--- src/rtl/freq_gate_ctrl.sv ---
// freq_gate_ctrl: gate-time controller for the frequency counter.
// Counts rising edges of a pre-synchronized signal over a window of exactly
// GATE_CYCLES clocks and holds the count on a valid/ready interface.
// Sequencing: IDLE -> ARM -> GATE -> HOLD -> IDLE (or ARM when restarted).
// Optional build macro FREQ_OVF_FLAG_EN adds the count_ovf saturation flag.
module freq_gate_ctrl #(
    parameter int GATE_CYCLES = 50000000,
    parameter int CNT_W       = 32
) (
    input  logic             clock,
    input  logic             rst_n,
    input  logic             start,
    input  logic             sig_sync,
    input  logic             result_ready,
    output logic             busy,
    output logic             gate_open,
    output logic [CNT_W-1:0] count_result,
    output logic             result_valid
`ifdef FREQ_OVF_FLAG_EN
    ,
    output logic             count_ovf
`endif
);

    localparam int GATE_W = $clog2(GATE_CYCLES + 1);
    localparam logic [GATE_W-1:0] GATE_LAST = GATE_W'(GATE_CYCLES - 1);

    typedef enum logic [1:0] {S_IDLE, S_ARM, S_GATE, S_HOLD} state_t;

    state_t             state_q, state_d;
    logic               sig_d_q, sig_d_d;
    logic [CNT_W-1:0]   edge_cnt_q, edge_cnt_d;
    logic [GATE_W-1:0]  gate_cnt_q, gate_cnt_d;
    logic [CNT_W-1:0]   count_result_q, count_result_d;
    logic               result_valid_q, result_valid_d;
    logic               rise;
    logic               arm_cyc;
    logic               latch_cyc;

    // Saturating increment: the counter sticks at all ones instead of wrapping.
    function automatic logic [CNT_W-1:0] sat_inc(input logic [CNT_W-1:0] v, input logic inc);
        if (inc && (v != {CNT_W{1'b1}})) begin
            return v + CNT_W'(1);
        end
        return v;
    endfunction

    assign rise      = sig_sync & ~sig_d_q;
    assign arm_cyc   = (state_q == S_ARM);
    assign latch_cyc = (state_q == S_GATE) && (gate_cnt_q == GATE_LAST);

    assign busy         = (state_q != S_IDLE);
    assign gate_open    = (state_q == S_GATE);
    assign count_result = count_result_q;
    assign result_valid = result_valid_q;

    // Next-state and datapath updates for the measurement sequence.
    always_comb begin
        state_d        = state_q;
        sig_d_d        = sig_sync;
        edge_cnt_d     = edge_cnt_q;
        gate_cnt_d     = gate_cnt_q;
        count_result_d = count_result_q;
        result_valid_d = result_valid_q;
        case (state_q)
            S_IDLE: begin
                if (start) begin
                    state_d = S_ARM;
                end
            end
            S_ARM: begin
                // Counters cleared here, so a rise during ARM is never counted.
                edge_cnt_d = '0;
                gate_cnt_d = '0;
                state_d    = S_GATE;
            end
            S_GATE: begin
                gate_cnt_d = gate_cnt_q + GATE_W'(1);
                edge_cnt_d = sat_inc(edge_cnt_q, rise);
                if (latch_cyc) begin
                    // Fold in a rise on the final gate cycle before latching.
                    count_result_d = sat_inc(edge_cnt_q, rise);
                    result_valid_d = 1'b1;
                    state_d        = S_HOLD;
                end
            end
            S_HOLD: begin
                if (result_valid_q && result_ready) begin
                    result_valid_d = 1'b0;
                    state_d        = start ? S_ARM : S_IDLE;
                end
            end
            default: begin
                state_d = S_IDLE;
            end
        endcase
    end

    // State and datapath registers; async reset aborts any measurement in flight.
    always_ff @(posedge clock or negedge rst_n) begin
        if (!rst_n) begin
            state_q        <= S_IDLE;
            sig_d_q        <= 1'b0;
            edge_cnt_q     <= '0;
            gate_cnt_q     <= '0;
            count_result_q <= '0;
            result_valid_q <= 1'b0;
        end else begin
            state_q        <= state_d;
            sig_d_q        <= sig_d_d;
            edge_cnt_q     <= edge_cnt_d;
            gate_cnt_q     <= gate_cnt_d;
            count_result_q <= count_result_d;
            result_valid_q <= result_valid_d;
        end
    end

`ifdef FREQ_OVF_FLAG_EN
    logic ovf_int_q, ovf_int_d;
    logic count_ovf_q, count_ovf_d;
    logic edge_full;

    assign edge_full = (edge_cnt_q == {CNT_W{1'b1}});
    assign count_ovf = count_ovf_q;

    // Sticky overflow tracking: cleared in ARM, set by a rise lost to saturation.
    always_comb begin
        ovf_int_d   = ovf_int_q;
        count_ovf_d = count_ovf_q;
        if (arm_cyc) begin
            ovf_int_d = 1'b0;
        end else if (gate_open && rise && edge_full) begin
            ovf_int_d = 1'b1;
        end
        if (latch_cyc) begin
            count_ovf_d = ovf_int_q | (rise & edge_full);
        end
    end

    // Overflow flag registers, held alongside count_result.
    always_ff @(posedge clock or negedge rst_n) begin
        if (!rst_n) begin
            ovf_int_q   <= 1'b0;
            count_ovf_q <= 1'b0;
        end else begin
            ovf_int_q   <= ovf_int_d;
            count_ovf_q <= count_ovf_d;
        end
    end
`endif

endmodule

--- config.mk ---
export PLATFORM = sky130hd
export DESIGN_NAME = freq_gate_ctrl
export DESIGN_NICKNAME = d
export VERILOG_FILES = /design/src/rtl/freq_gate_ctrl.sv
export SDC_FILE = /design/constraint.sdc
export NUM_CORES = 1
export LEC_CHECK = 0
export CORE_MARGIN = 2
export CORE_UTILIZATION = 58
export DETAILED_ROUTE_END_ITERATION = 6
export PLACE_DENSITY = 0.91
export SLEW_MARGIN = 40
export SYNTH_ARGS = -nofsm -noshare
export SYNTH_HDL_FRONTEND = slang
export SYNTH_SLANG_ARGS = --single-unit
--- constraint.sdc ---
create_clock -name clock -period 2.8 [get_ports clock]
set_input_delay 0.42 -clock clock [delete_from_list [all_inputs] [get_ports clock]]
set_output_delay 0.42 -clock clock [all_outputs]
set_load 0.03 [all_outputs]
# == Yosys cells after proc, flatten, opt, wreduce, memory -nomap -nowiden ==
# Index checks and enable logic that the tools add are counted.
# op_classes
n_mul,0
div_mod_pow,0
bitwise_logic,2
magnitude_cmp,0
reduce_logical,11
eq_ne,9
n_addsub,2
shifts,0
muxes,17
# ops
cell,n
$mux W32,3
$pmux W32 S2,1
$pmux W26 S2,1
$add A32 B1 Y32 const B,1
$ne A32 B32 Y1 const B,1
$add A26 B1 Y26 const B,1
$eq A26 B26 Y1 const B,1
$pmux W2 S4,1
$mux W1,7
$mux W2,3
$reduce_and A3 Y1,2
$reduce_bool A2 Y1,3
$eq A2 B2 Y1 const B,2
$ne A2 B1 Y1 const B,2
$ne A2 B2 Y1 const B,2
$reduce_and A2 Y1,2
$logic_and A1 B1 Y1,3
$eq A2 B1 Y1 const B,1
$logic_not A2 Y1,1
$pmux W1 S2,1
$and A1 B1 Y1,1
$not A1 Y1,1
# word_totals
out_inout_bits,35
input_bits,5
elab_cells,47
mem_bits_rw,0
memories,0
romBits,0
reg_bits,94
latch_bits,0

# == Longest topological paths before layout ==
# Gate-level depths: netlist of the first run.
# depth
word_depth,7
mapped_depth,8
mapped_depth_nobuf,8

# == Worst setup path after synthesis of the first run ==
# No wires, ideal clock.
# synth_path
path_kind,register to register
start,register edge_cnt_q[0]
end,register edge_cnt_q[17]
t_required_ns,2.667
arrival_ns,1.918
path_buffers,1
stages_incl_launch_ff,9
period_less_slack_ns,2.051
setup_slack_ns,0.749
path_cell_list,dfrtp_1 > ha_1 > and3_1 > and4_1 > a21oi_2 > buf_2 > a41oi_1 > o21ai_0 > o31ai_1
# synth_via
elab_chain_len,6
# synth_rtl
item,line_no,rtl
start: declaration,32,"logic [CNT_W-1:0] edge_cnt_q, edge_cnt_d;"
start signal: assignment,111,edge_cnt_q <= edge_cnt_d;
"parallel branches: the longest is 6 deep, another holds $add A32 B1 Y32",-,
# Several ways; the timed one is not identified. The select of a mux whose other input is x is not followed.
# A chain may end at the register's enable or synchronous reset.

# == Final worst setup path of the first run ==
# layout_path
start,register state_q[1]
end,register gate_cnt_q[23]
# layout_via
elab_chain_len,2
# layout_rtl
item,line_no,rtl
start: declaration,30,"state_t state_q, state_d;"
start signal: assignment,109,state_q <= state_d;
$eq A2 B2 Y1 / $eq A2 B1 Y1 (equally long branches),65,case (state_q)
$pmux W26 S2 / $reduce_bool A2 Y1 (equally long branches),-,
end signal: assignment,112,gate_cnt_q <= gate_cnt_d;
end: declaration,33,"logic [GATE_W-1:0] gate_cnt_q, gate_cnt_d;"
# Several ways; a longest one is shown, not always the timed one.

==> flow_metrics.tcl, run 1 <==
set metrics [dict create \
    pre_cts_ws_ps 373 \
    p_seq_share_pct 43.9 \
    post_cts.repair.setup_buffers 0 \
    drtIter0Drc 341 \
    cp_max_fo 14 \
    io_pins 40 \
    finalHoldViolCount 0 \
    synthMuxAreaShare_pct 0.829 \
    p_per_area_mw_per_mm2 580 \
    cp-start-kind "register" \
    hold_class "input pin to asynchronous set/reset pin" \
    core-area_mm2 0.00826 \
    synth.area.top_cells "dfrtp_1, nand2_1, xnor2_1, o21ai_0, nor2_1" \
    drv_cap 0 \
    area_growth_pct 13.9 \
    reg2regPathDepth 6 \
    place_congestion 0.941 \
    grt_overflow 0 \
    via_count 4302 \
    antenna_left 0 \
    seq_area_mm2 0.00235 \
    fmax_ghz 0.405 \
    drive_gt1_share_pct 8.31 \
    row_count 33 \
    critPathMaxStageDelay_ps 580 \
    cts-root-buf "clkbuf_8" \
    clk_pin_slew_worst_paths_ps 90 \
    seq_area_frac_synth_pct 47.2 \
    syn_area_per_cell_um2 9.07 \
    setup_viol 0 \
    crit_path_top_delay_cell "or4_4" \
    routedWlPerCell_um 16.5 \
    r2r-start "state_q[1]" \
    leakage_nw 2.28 \
    grt_pass1_wl_um 19800 \
    multi_input_area_mm2 0.00247 \
    hpwl_um 7830 \
    syn-cell-area_mm2 0.00498 \
    slew_violations 0 \
    setup.worst_path.end_class "register" \
    drc 0 \
    grt_start_max_net_pins 62 \
    synth-edff-count 0 \
    synth_nets 561 \
    cp.arrival_ps 2760 \
    filler_cell_count 632 \
    setup_ws_ps 332 \
    r2r_slack_ps 330 \
    pwr-share-clk_pct 25.2 \
    syn_inst 549 \
    cts_buffer_depth 2 \
    path_cells "inv_1 -> ha_1 -> nand4_1 -> or4_4 -> or3_1 -> a21oi_1" \
    synth_compound_area_share_pct 15.3 \
    clock-sinks 94 \
    worstMarginPinSlew_ps 700 \
    fin_crit_ps 2470 \
    slew_headroom_pct 52.9 \
    critPathTopFamily "simple AND/OR/NAND/NOR gates" \
    numCtsBuffers 9 \
    p_comb_share_pct 30.8 \
    dieArea_mm2 0.00934 \
    avgViaCountPerCell 6.19 \
    synth_area_leader_cell "dfrtp_1" \
    synth_xor_area_share_pct 8.44 \
    ctsResizeCount 0 \
    worst-path-buf-inv 1 \
    ir_drop_uv 924 \
    netlist.area_leader.share_pct 47.2 \
    htreeDepth 3 \
    r2r_end "gate_cnt_q[23]" \
    ctsHoldBuffers 0 \
    intPower_mw 2.04 \
    hold_slack_ps 0.0827 \
    wl_um 11500 \
    antenna_found_initial 0 \
    tns_ps 0 \
    outcome "finished, final reports clean" \
    gr-usage-all-layers_pct 25.4 \
    die_h_um 96.7 \
    rsz0062_at_grt "no" \
    power_switching_mw 1.25 \
    die_width_um 96.7 \
    fin_nets 597 \
    post-route-period-util_pct 88.1 \
    ys_seq_elements 94 \
    clkLatencyLatePin_ps 360 \
    synth_cell_types 55 \
    crit_type "register to register" \
    synth_fa_ha_area_share_pct 1.76 \
    synth_top_family_by_area "simple AND/OR/NAND/NOR gates" \
    synthSimpleGateAreaFrac_pct 23.3 \
    cts_tree "yes" \
    fin_skew_ps 6.08 \
    required_ps 3090 \
    io_buffers 39 \
    start_util_pct 60.3 \
    yosys_warnings 0 \
    swShare_pct 38.1 \
    grt_pass1_vias 4211 \
    async_flop_share_pct 100 \
    n_antenna_cell 0 \
    synthFlopType "dfrtp_1" \
    drtPass1Iterations 6 \
]
[routing by layer]
metal	wire [µm]	global-route usage, %	vias to the layer above
met2	5760	42.4	181
met1	4700	32.8	2066
li1	-	-	2018
met4	311	9.21	0
met5	0	0	-
met3	686	5.64	37
[Yosys cell counts (2+ instances only)]
cell      count
clkbuf_1     18
o31ai_1       6
or3_1         5
a31oi_1      13
nor3_1       13
xnor2_1      30
nand2b_1      4
o21ba_2       2
nand2_1      70
a41oi_1       3
o21ai_0      49
buf_1         2
dfrtp_1      94
mux2i_1       3
o22ai_1       5
and2_1        3
a22o_1        2
and3_1        8
nand3_1      21
ha_1          7
inv_1        13
buf_2         5
a21oi_1      35
a21o_1        2
nor2b_1       2
a21oi_2       2
nor2_1       53
nor4_1        5
nand4_1      22
and4_1       10
xor2_1       18
[metrics by stage]
stage / area, µm² / total power, mW / util, % / instances
6_report: 5670 / 3.29 / 68.7 / 695
3_3_place_gp: 5500 / 2.42 / 66.6 / 679
2_1_floorplan: 4980 / 2.16 / - / 549
4_1_cts: 5670 / 3.28 / 68.7 / 695
5_1_grt: 5670 / 3.49 / 68.7 / 695
3_5_place_dp: 5500 / 2.46 / 66.6 / 679
[how the worst max path moves through the flow]
stage             startpoint              to  slack, ps  depth (start not counted)
5_1_grt           state_q[0]  gate_cnt_q[14]        150                          7
6_report          state_q[1]  gate_cnt_q[23]        330                          6
3_3_place_gp      state_q[0]  gate_cnt_q[23]        520                          6
4_1_cts           state_q[1]  gate_cnt_q[23]        340                          6
2_1_floorplan  edge_cnt_q[0]  edge_cnt_q[17]        750                          8
3_5_place_dp      state_q[1]  gate_cnt_q[23]        370                          6
[cells in the final DEF, fill, tap and decap left out, drive strengths merged, types with 11 or more instances in the layout]
cell type	Yosys	layout
a31oi	13	13
dfrtp	94	94
nand4	23	23
clkdlybuf4s50	0	37
xor2	18	18
nand2	71	71
and4	11	11
o21ai	51	51
nor2	53	53
nand3	22	22
nor3	14	14
a21oi	37	37
clkbuf	19	11
xnor2	30	30
inv	13	14
buf	7	14
[final cells by class]
| class | instances | share of cell area (%) |
|---|---|---|
| Tap cell | 105 | 2.32 |
| Clock buffer | 11 | 2.49 |
| Multi-Input combinational cell | 415 | 43.6 |
| Sequential cell | 94 | 41.5 |
| Inverter | 14 | 0.926 |
| Timing Repair Buffer | 51 | 8.60 |
| Clock inverter | 5 | 0.595 |
[logic make-up (layout without fill, tap and decap cells)]
logic type,after synthesis,count (layout)
simple gates,228,228
compound gates,128,128
flops,94,94
xor+xnor,48,48
buf+inv,40,81
fa+ha+maj,7,7
mux,4,4
[power groups by stage]
stage / clock network [mW] / logic, mW / registers (mW)
floorplan: 0 / 0.685 / 1.47
global placement: 0 / 0.952 / 1.46
detailed placement: 0 / 0.993 / 1.47
CTS: 0.838 / 1.00 / 1.44
global route: 0.902 / 1.13 / 1.45
finish: 0.831 / 1.02 / 1.45
[flip-flops by register name (all words and copies together) (netlist names)]
| register | flops |
|---|---|
| count_result | 32 |
| edge_cnt_q | 32 |
| gate_cnt_q | 26 |
| state_q | 2 |
| result_valid | 1 |
| sig_d_q | 1 |
Note: power is estimated with default switching activity, not from simulation.
==> run 2: changes to the inputs <==
- CAP_MARGIN: default -> 25
- CORE_UTILIZATION: 58 -> 57
- DONT_BUFFER_PORTS: default -> 1
- PLACE_DENSITY: 0.91 -> 0.86
- clock period: 2.8 -> 2.1 ns (I/O delays scaled with it)
==> flow_metrics.tcl, run 2 (synthesis gave the netlist of run 1 again) <==
set metrics [dict create \
    place_congestion 0.955 \
    grt_start_max_net_pins 95 \
    clk_pin_slew_worst_paths_ps 90 \
    gr-usage-all-layers_pct 25.6 \
    outcome "finished, violations left" \
    p_seq_share_pct 39.8 \
    fin_skew_ps 12.1 \
    clkLatencyLatePin_ps 360 \
    post-route-period-util_pct 100 \
    crit_type "register to register" \
    cp.arrival_ps 2330 \
    p_per_area_mw_per_mm2 834 \
    drv_cap 0 \
    dieArea_mm2 0.00950 \
    fin_nets 605 \
    setup.worst_path.end_class "register" \
    slew_headroom_pct 55.0 \
    fmax_ghz 0.475 \
    wl_um 12500 \
    drive_gt1_share_pct 18.1 \
    worst-path-buf-inv 2 \
    fin_crit_ps 2100 \
    htreeDepth 3 \
    io_pins 40 \
    cts_buffer_depth 2 \
    grt_pass1_vias 4205 \
    avgViaCountPerCell 6.33 \
    drtPass1Iterations 5 \
    row_count 34 \
    required_ps 2330 \
    n_antenna_cell 0 \
    p_comb_share_pct 32.7 \
    power_switching_mw 1.73 \
    cp_max_fo 4 \
    clock-sinks 94 \
    hold_slack_ps -355 \
    dpl_cell_area_mm2 0.00536 \
    cp-start-kind "register" \
    antenna_left 0 \
    start_util_pct 57.9 \
    die_h_um 97.5 \
    core-area_mm2 0.00859 \
    ir_drop_uv 974 \
    drtIter0Drc 420 \
    setup_viol 1 \
    grt_overflow 0 \
    layout_common_cells "dfrtp_1, nand2_1, buf_4, nor2_1, o21ai_0" \
    rsz0062_at_grt "yes" \
    slew_violations 0 \
    leakage_nw 2.37 \
    io_buffers 0 \
    numCtsBuffers 9 \
    tns_ps -3.76 \
    critPathTopFamily "simple AND/OR/NAND/NOR gates" \
    cts-root-buf "clkbuf_8" \
    path_common_cell "buf_4" \
    antenna_found_initial 0 \
    finalHoldViolCount 94 \
    critPathMaxStageDelay_ps 380 \
    final_area_mm2 0.00581 \
    pwr-share-clk_pct 27.5 \
    area_growth_pct 16.6 \
    swShare_pct 35.6 \
    worstMarginPinSlew_ps 674 \
    setup_ws_ps -3.76 \
    ctsHoldBuffers 1 \
    drc 0 \
    cts_tree "yes" \
    hold_class "input pin to asynchronous set/reset pin" \
    crit_path_top_delay_cell "dfrtp_1" \
    intPower_mw 3.12 \
    via_count 4466 \
    hpwl_um 8310 \
    grt_pass1_wl_um 20100 \
    mostFrequentLayoutCell "dfrtp_1" \
    die_width_um 97.5 \
    path_cells "buf_4 -> and4_1 -> nand4_1 -> nor3_1 -> buf_4 -> a21oi_1 -> o21ai_0 -> o31ai_1" \
    violations "hold timing, setup timing" \
    routedWlPerCell_um 17.8 \
]
run 2: power by group through the flow:
stage / logic, mW / clock network (mW) / registers [mW]
2_1_floorplan: 0.914 / 0 / 1.96
3_3_place_gp: 1.37 / 0 / 1.96
3_5_place_dp: 1.44 / 0 / 1.96
4_1_cts: 1.45 / 1.35 / 1.92
5_1_grt: 1.74 / 1.41 / 1.93
6_report: 1.58 / 1.33 / 1.93
run 2: area by class of cell:
cell class / instances / area [µm²]
inverters: 14 / 52.6
flip-flops and latches: 94 / 2350
repair buffers: 59 / 478
well taps: 108 / 135
clock buffers: 11 / 141
clock inverters: 5 / 82.6
multi-input cells: 415 / 2560
fillers: 617 / 2790
run 2: repair_timing:
| action | 4_1_cts | 5_1_grt |
|---|---|---|
| resized for setup | 1 | 19 |
| endpoints found under the setup margin | 3 | 46 |
| hold endpoints to repair | 95 | 94 |
| setup buffers | 0 | 16 |
| pin swaps | 1 | 9 |
run 2: worst register-to-register path, cell delays in order (launching register included):
cell and delay [ps]:
dfrtp_1 380, buf_4 140, and4_1 280, nand4_1 220
nor3_1 320, buf_4 200, a21oi_1 70, o21ai_0 230
o31ai_1 130
run 2: path summary, 6_finish.rpt:
kind | startpoint | end | slack, ps | cells past startpoint
worst min-delay path | rst_n | count_result[18] | -360 | 0
worst min register to register | gate_cnt_q[0] | gate_cnt_q[0] | 550 | 1
worst max-delay path | edge_cnt_q[11] | edge_cnt_q[26] | -4 | 8
worst max register to register | edge_cnt_q[11] | edge_cnt_q[26] | -4 | 8
max in group asynchronous | rst_n | edge_cnt_q[15] | 2260 | 0
min in group clock | result_ready | result_valid | 130 | 3
run 2: per-layer routing:
layer | up-vias | global-route usage, % | share of wire, %
li1 | 2041 | - | -
met1 | 2148 | 31.6 | 39
met2 | 231 | 44.6 | 52
met3 | 46 | 5.32 | 6.0
met4 | 0 | 8.76 | 2.9
met5 | - | 0 | 0
run 2: stage by stage:
step                      setup WS, ps  power, mW  hold slack, ps  util [%]  cells
final                            -3.76       4.84            -355      67.6    706
after detailed placement         -37.8       3.40            23.0      62.3    673
after floorplan                   49.0       2.87            19.4         -    549
after CTS                         4.47       4.72            -365      65.1    690
after global placement            57.3       3.32            23.3      62.3    673
after global routing             -97.6       5.08            -381      67.6    706
==> run 3: changes to the inputs <==
- SLEW_MARGIN: 40 -> default
==> flow_metrics.tcl, run 3 (synthesis gave the netlist of run 1 again) <==
set metrics [dict create \
    fin_util_pct 67.6 \
    wl_um 12700 \
    dieArea_mm2 0.00950 \
    post-route-period-util_pct 102 \
    setup_viol 2 \
    setup_ws_ps -40.3 \
    setup.worst_path.end_class "register" \
    hpwl_um 8310 \
    numCtsBuffers 9 \
    slew_violations 0 \
    hold_slack_ps -369 \
    worstMarginPinSlew_ps 692 \
    fmax_ghz 0.467 \
    layout_common_cells "dfrtp_1, nand2_1, buf_4, nor2_1, o21ai_0" \
    io_buffers 0 \
    grt_start_max_net_pins 95 \
    required_ps 2340 \
    ir_drop_uv 909 \
    pwr-share-clk_pct 27.7 \
    grt_pass1_vias 4202 \
    row_count 34 \
    cp_max_fo 4 \
    crit_type "register to register" \
    p_comb_share_pct 32.6 \
    area_growth_pct 16.7 \
    critPathMaxStageDelay_ps 380 \
    cp-start-kind "register" \
    tns_ps -57.8 \
    gr-usage-all-layers_pct 25.4 \
    fin_skew_ps 12.5 \
    drive_gt1_share_pct 18.1 \
    mostFrequentLayoutCell "dfrtp_1" \
    fin_crit_ps 2140 \
    path_cells "buf_4 -> and4_1 -> nand4_1 -> nor3_1 -> buf_4 -> a21oi_1 -> o21ai_0 -> o31ai_1" \
    core-area_mm2 0.00859 \
    ctsHoldBuffers 1 \
    die_width_um 97.5 \
    cts-root-buf "clkbuf_8" \
    n_antenna_cell 0 \
    drc 0 \
    filler_cell_count 613 \
    swShare_pct 35.8 \
    p_seq_share_pct 39.7 \
    via_count 4493 \
    antenna_found_initial 0 \
    power_switching_mw 1.74 \
    slew_headroom_pct 53.4 \
    htreeDepth 3 \
    rsz0062_at_grt "yes" \
    drtIter0Drc 501 \
    routedWlPerCell_um 18.0 \
    place_congestion 0.955 \
    fin_nets 603 \
    intPower_mw 3.12 \
    clk_pin_slew_worst_paths_ps 90 \
    cts_buffer_depth 2 \
    avgViaCountPerCell 6.38 \
    drv_cap 0 \
    io_pins 40 \
    start_util_pct 57.9 \
    die_h_um 97.5 \
    cp.arrival_ps 2380 \
    p_per_area_mw_per_mm2 836 \
    antenna_left 0 \
    outcome "finished, violations left" \
    clkLatencyLatePin_ps 370 \
    violations "hold timing, setup timing" \
    finalHoldViolCount 94 \
    crit_path_top_delay_cell "dfrtp_1" \
    clock-sinks 94 \
    hold_class "input pin to asynchronous set/reset pin" \
    cts_tree "yes" \
    leakage_nw 2.36 \
    grt_overflow 0 \
    drtPass1Iterations 6 \
    grt_pass1_wl_um 19900 \
    path_common_cell "buf_4" \
]
-- run 3: area by class of cell --
| type | instances | area [µm²] | share of cell area, % |
|---|---|---|---|
| multi-input combinational | 416 | 2590 | 44.6 |
| sequential | 94 | 2350 | 40.5 |
| timing repair buffer | 56 | 455 | 7.84 |
| clock buffer | 11 | 141 | 2.43 |
| tap | 108 | 135 | 2.33 |
| clock inverter | 5 | 82.6 | 1.42 |
| inverter | 14 | 52.6 | 0.905 |
-- run 3: repair_timing --
item / in CTS / in global routing
setup buffers: 0 / 13
pin swaps: 1 / 11
hold endpoints to repair: 95 / 94
endpoints found under the setup margin: 3 / 52
gates resized for setup: 1 / 25
cloned: 0 / 1
-- run 3: worst paths after layout --
kind | from | to | slack [ps] | depth (start not counted)
worst max-delay path | edge_cnt_q[11] | edge_cnt_q[26] | -40 | 8
worst min-delay path | rst_n | count_result[18] | -370 | 0
worst max register to register | edge_cnt_q[11] | edge_cnt_q[26] | -40 | 8
worst min register to register | gate_cnt_q[0] | gate_cnt_q[0] | 540 | 1
max in group asynchronous | rst_n | edge_cnt_q[15] | 2260 | 0
min in group clock | result_ready | result_valid | 120 | 3
-- run 3: worst max-delay path, delay by kind of cell, from the launching register on --
family / cells / cell delay, ps
buffers and inverters: 2 / 340
AOI/OAI and AO/OA: 3 / 440
and+or+nand+nor: 3 / 840
DFF: 1 / 380
-- run 3: metrics by stage --
step	cell area (µm²)	hold WS [ps]	setup slack, ps	std cells	total power [mW]
after floorplan	4980	19.4	49.0	549	2.87
after global placement	5360	23.3	57.3	673	3.32
after detailed placement	5360	23.0	-37.4	673	3.39
after CTS	5590	-363	6.84	690	4.72
after global routing	5810	-391	-103	704	5.10
final	5810	-369	-40.3	704	4.86
-- run 3: metal layers --
metal / vias to the layer above / GRT usage [%] / part of all wire [%]
met5: - / 0 / 0
met4: 0 / 8.97 / 3.9
met3: 68 / 5.47 / 6.6
met2: 257 / 44.0 / 51
met1: 2137 / 31.5 / 38
li1: 2031 / - / -
-- run 3: power by group through the flow --
stage               Combinational (mW)  Sequential [mW]  Clock [mW]
floorplan                        0.914             1.96           0
CTS                               1.45             1.92        1.35
finish                            1.58             1.93        1.35
detailed placement                1.43             1.96           0
global route                      1.74             1.93        1.43
global placement                  1.37             1.96           0
